**config.mk**
```make
export PLATFORM = sky130hd
export DESIGN_NAME = divider68by34
export DESIGN_NICKNAME = d
export VERILOG_FILES = /design/src/rtl/divider68by34.sv
export SDC_FILE = /design/constraint.sdc
export NUM_CORES = 1
export LEC_CHECK = 0
export ABC_CLOCK_PERIOD_IN_PS = 5400
export BUFFER_PORTS_ARGS = -buffer_cell sky130_fd_sc_hd__buf_2
export CORE_UTILIZATION = 29
export DETAILED_ROUTE_END_ITERATION = 7
export PLACE_DENSITY = 0.5
export SLEW_MARGIN = 5
export SYNTH_ARGS = -nofsm -noshare
export SYNTH_HDL_FRONTEND = slang
export SYNTH_SLANG_ARGS = --single-unit
```
**constraint.sdc**
```tcl
create_clock -name clk -period 5.4 [get_ports clk]
set_clock_uncertainty 0.2 [all_clocks]
set_input_delay 0 -clock clk [delete_from_list [all_inputs] [get_ports clk]]
set_output_delay 0 -clock clk [all_outputs]
set_load 0.01 [all_outputs]
```
**src/rtl/divider68by34.sv**
```systemverilog
// Sequential radix-2 restoring divider: 2W-bit dividend / W-bit divisor -> W-bit quotient and remainder.
// Shares the start/valid_out handshake of the 34-bit multiplier so its products can be fed straight in.
module divider68by34 #(
  parameter int W = 34
) (
  input  logic           clk,
  input  logic           rst,
  input  logic           start,
  input  logic [2*W-1:0] A,
  input  logic [W-1:0]   B,
  output logic [W-1:0]   Q,
  output logic [W-1:0]   R,
  output logic           valid_out,
  output logic           busy,
  output logic           div_by_zero,
  output logic           overflow
);

  localparam int CW = $clog2(W + 1);

  typedef enum logic [1:0] {
    IDLE = 2'd0,
    RUN  = 2'd1,
    DONE = 2'd2
  } state_e;

  state_e        state_q, state_d;
  logic [W:0]    rem_q, rem_d;
  logic [W-1:0]  low_q, low_d;
  logic [W-1:0]  quo_q, quo_d;
  logic [W-1:0]  div_q, div_d;
  logic [CW-1:0] cnt_q, cnt_d;
  logic [W-1:0]  q_q, q_d;
  logic [W-1:0]  r_q, r_d;
  logic          valid_q, valid_d;
  logic          busy_q, busy_d;
  logic          dbz_q, dbz_d;
  logic          ovf_q, ovf_d;
  logic [W:0]    shifted_s;

  // Next-state and datapath: accept in IDLE/DONE, one quotient bit per RUN cycle.
  always_comb begin
    state_d   = state_q;
    rem_d     = rem_q;
    low_d     = low_q;
    quo_d     = quo_q;
    div_d     = div_q;
    cnt_d     = cnt_q;
    q_d       = q_q;
    r_d       = r_q;
    dbz_d     = dbz_q;
    ovf_d     = ovf_q;
    valid_d   = 1'b0;
    shifted_s = {rem_q[W-1:0], low_q[W-1]};
    case (state_q)
      IDLE, DONE: begin
        // valid_out is the registered image of the DONE cycle.
        valid_d = (state_q == DONE);
        if (start) begin
          div_d = B;
          dbz_d = 1'b0;
          ovf_d = 1'b0;
          if (B == {W{1'b0}}) begin
            q_d     = {W{1'b1}};
            r_d     = A[W-1:0];
            dbz_d   = 1'b1;
            state_d = DONE;
          end else if (A[2*W-1:W] >= B) begin
            q_d     = {W{1'b1}};
            r_d     = A[W-1:0];
            ovf_d   = 1'b1;
            state_d = DONE;
          end else begin
            rem_d   = {1'b0, A[2*W-1:W]};
            low_d   = A[W-1:0];
            quo_d   = {W{1'b0}};
            cnt_d   = CW'(W);
            state_d = RUN;
          end
        end else begin
          state_d = IDLE;
        end
      end
      RUN: begin
        low_d = {low_q[W-2:0], 1'b0};
        if (shifted_s >= {1'b0, div_q}) begin
          rem_d = shifted_s - {1'b0, div_q};
          quo_d = {quo_q[W-2:0], 1'b1};
        end else begin
          rem_d = shifted_s;
          quo_d = {quo_q[W-2:0], 1'b0};
        end
        cnt_d = cnt_q - CW'(1);
        if (cnt_q == CW'(1)) begin
          q_d     = quo_d;
          r_d     = rem_d[W-1:0];
          state_d = DONE;
        end else begin
          state_d = RUN;
        end
      end
      default: begin
        state_d = IDLE;
      end
    endcase
    busy_d = (state_d == RUN);
  end

  // State and output registers with asynchronous active-low reset.
  always_ff @(posedge clk or negedge rst) begin
    if (!rst) begin
      state_q <= IDLE;
      rem_q   <= '0;
      low_q   <= '0;
      quo_q   <= '0;
      div_q   <= '0;
      cnt_q   <= '0;
      q_q     <= '0;
      r_q     <= '0;
      valid_q <= 1'b0;
      busy_q  <= 1'b0;
      dbz_q   <= 1'b0;
      ovf_q   <= 1'b0;
    end else begin
      state_q <= state_d;
      rem_q   <= rem_d;
      low_q   <= low_d;
      quo_q   <= quo_d;
      div_q   <= div_d;
      cnt_q   <= cnt_d;
      q_q     <= q_d;
      r_q     <= r_d;
      valid_q <= valid_d;
      busy_q  <= busy_d;
      dbz_q   <= dbz_d;
      ovf_q   <= ovf_d;
    end
  end

  assign Q           = q_q;
  assign R           = r_q;
  assign valid_out   = valid_q;
  assign busy        = busy_q;
  assign div_by_zero = dbz_q;
  assign overflow    = ovf_q;

endmodule
```
==> flow_summary.ini <==
[critical_path]
startpoint_type = register
crit_family = simple AND/OR/NAND/NOR gates
worst_ep_arrival_time_ns = 3.95
worstPathRequired_ns = 5.62
critical_path.max_fanout = 45
end_kind = register
worstPathBufferInverterCount = 0
worst_path_max_delay_cell = sky130_fd_sc_hd__nor2_8
path_cells = ha_1, and3_1, a211oi_4, o21ai_4, o211ai_2, a21oi_4, nor2_8, mux2i_1, o21ai_1, mux2_4
critPathMaxStageDelay_ns = 0.70
critPathKind = register to register

[synthesis]
dominantRegCellSynth = sky130_fd_sc_hd__dfrtp_1
netlist_area_mm2 = 0.0127
netlist-cell-type-count = 71
synth_edf_count = 0
synthArstFlopShare_pct = 100
xor_xnor_portion_of_the_synthesized_cell_area_pct = 2.28
synth.ff_latch_count = 215
synth_simple_gate_area_share_pct = 15.8
yosysWarnings = 0
synth_sequential_area_ratio_pct = 42.5
synth.net_count = 1595
syn_avg_cell_area_um2 = 8.92
syn_inst = 1419
synth_adder_area_share_pct = 7.08
synth_compound_gate_area_share_pct = 19.8
synth.area.mux_share_pct = 6.10
synth_top_family_by_area = compound AO/OA/AOI/OAI gates

[flow_run]
cap_violations = 0

[global_route]
first_global_vias = 10900
grt_antenna_before_repair = 0
grt_start_max_net_pins = 120
wire_length_of_the_first_global_routing_pass_mm = 63.3
gr-total-overflow = 0
grtUsageTotal_pct = 18.3

[sta]
rsz_0062_raised_after_global_routing = no
worst_slack_ns = 1.67
finalSetupViolCount = 0
final.period_utilization_pct = 69.1
final.hold.worst_slack_ns = -0.0901
slew_headroom_pct = 19.2
max_clock_freq_mhz = 268
hold_viol = 51
max_slew.worst_pin.slew_ns = 1.20
timing_max_transition_violations_final = 0
timing.final.crit_period_ns = 3.73
fin_tns_setup_ns = 0

[clock_tree]
cts_htree_levels = 1
holdBufCountCts = 105
cts.reportedPaths.clkPinSlew_ns = 0.06
clockRootBuffer = sky130_fd_sc_hd__clkbuf_16
clock_sink_count = 215
cts-resized-gates = 0
worst_skew_pair.late_latency_ns = 0.54
post-cts-setup-buffer-count = 0
clockBufferDepth = 3
tritoncts_clock_tree = built
number_of_buffers_created_by_cts = 26

[layout]
seqCellArea_mm2 = 0.00538
final_net_count = 1823
layout.cells.most_common = sky130_fd_sc_hd__nand2_1
post_route_cells_drive_above_1_share_pct = 16.9
antenna_cells = 0
mostFrequentLayoutCells = sky130_fd_sc_hd__nand2_1 (249), sky130_fd_sc_hd__dfrtp_1 (215), sky130_fd_sc_hd__buf_2 (175)
filler_cell_count = 4452
multi_input_area_mm2 = 0.00649
flow.area_growth_from_synthesis_pct = 25.8
final_util_pct = 36.9

[drt]
avgRoutedWirePerCell_um = 18.2
detailroute.via_count = 11000
ant_nets = 0
totalWireLength_mm = 40.9
post_drt_via_cell_ratio = 4.87
drc = 0
first_iter_violations = 784
drt_first_pass_iters = 5

[floorplanning]
core_area_mm2 = 0.0431
die_x_um = 211
design.portCount = 177
dieArea_mm2 = 0.0445
rows = 76
floorplan.initialDensity_pct = 29.4
die_h_um = 211

[place]
dp_hpwl_mm = 29.7
buffer_ports.inserted = 176
preCtsSetupSlack_ns = 1.71
routabilityCongestion = 0.880

[outcome]
failed_checks = negative hold slack
run_status = finished, violations left

[power_and_ir_drop]
leakagePower_nw = 7.11
vdd_ir_drop_max_v = 0.000323
totalPowerFinal_mw = 11.3
p_per_area_mw_per_mm2 = 712

[min_path]
hold_path_class = input port to asynchronous set/reset pin
## registers in the layout, summed over array words and instances (netlist names)
signal	count
Q	34
R	34
div_q	34
low_q	34
rem_q	34
quo_q	33
cnt_q	6
state_q	2
busy	1
div_by_zero	1
overflow	1
valid_out	1
## synth_stat cells, drive strengths merged (7+ instances only)
library cell  instances  area, um2
ha                   70        876
xor2                 13        114
mux2                 11        161
nor2                108        434
o22ai                 9       62.6
nor4                 12       75.1
o21ai               152        776
xnor2                20        175
a22oi                 7       52.6
a21o                 19        143
nand2               251        947
nand2b               14       87.6
and2                  7       43.8
a31oi                12       87.6
buf                  46        334
dfrtp               215       5380
o211ai               21        218
nand3                18       90.1
inv                  83        312
a211oi                9       85.1
nor3                 12       65.1
o21a                 16        120
mux2i                61        611
clkbuf               46        173
o221ai               19        166
a21oi                98        513
and3                  9       61.3
nand4                19        119
## cells by family (layout without fill, tap and decap cells)
logic type               count (synthesis)  count (layout)
multiplexers                            72              72
AO/OA/AOI/OAI                          392             392
buffers and inverters                  175             423
AND/OR/NAND/NOR                        461             461
adder cells (fa/ha/maj)                 71              71
XOR/XNOR                                33              33
flip-flops                             215             215
## worst paths after layout
check	cells after the start	start	slack [ns]	to
min in group clk	4	B[8]	0.03	div_q[8]$_DFFE_PN0P_
worst max register to register	10	rem_q[20]$_DFFE_PN0P_	1.67	R[12]$_DFFE_PN0P_
worst max-delay path	10	rem_q[20]$_DFFE_PN0P_	1.67	R[12]$_DFFE_PN0P_
worst min register to register	2	overflow$_DFFE_PN0P_	0.27	overflow$_DFFE_PN0P_
max in group asynchronous	3	rst	3.62	cnt_q[0]$_DFFE_PN0P_
worst min-delay path	2	rst	-0.09	Q[16]$_DFFE_PN0P_
## stage by stage
| step | cell area (um2) | instances |
|---|---|---|
| 2_1_floorplan | 12700 | 1419 |
| 3_3_place_gp | 13900 | 2099 |
| 3_5_place_dp | 13900 | 2099 |
| 4_1_cts | 15900 | 2252 |
| 5_1_grt | 15900 | 2252 |
| 6_report | 15900 | 2252 |
## area by class of cell
cell class	count	share of cell area, %
clock inverter	9	0.975
sequential	215	33.8
tap	585	4.60
timing repair buffer	292	12.8
clock buffer	39	5.10
inverter	83	1.96
multi-input combinational	1029	40.8
## metal layers
layer  routed length (um)  vias to the layer above  global-route usage (%)
met1                19700                     5247                    25.9
met2                18500                      278                    29.2
met5                    0                        -                       0
met3                 1810                       50                    2.66
li1                     -                     5388                       -
met4                  974                        0                    4.70
## power by group
group	total [mW]	leakage (nW)	internal [mW]	switching, mW
sequential	2.87	2.63	2.38	0.492
combinational	6.51	4.01	2.46	4.05
clock	1.95	0.474	1.23	0.726
## worst reg2reg max path: stages, from the launching register on
cell and delay, ns:
sky130_fd_sc_hd__dfrtp_1 0.46, sky130_fd_sc_hd__ha_1 0.46, sky130_fd_sc_hd__and3_1 0.23, sky130_fd_sc_hd__a211oi_4 0.28, sky130_fd_sc_hd__o21ai_4 0.11, sky130_fd_sc_hd__o211ai_2 0.23
sky130_fd_sc_hd__a21oi_4 0.08, sky130_fd_sc_hd__nor2_8 0.70, sky130_fd_sc_hd__mux2i_1 0.49, sky130_fd_sc_hd__o21ai_1 0.11, sky130_fd_sc_hd__mux2_4 0.27
Power figures use the tool's default switching activity.
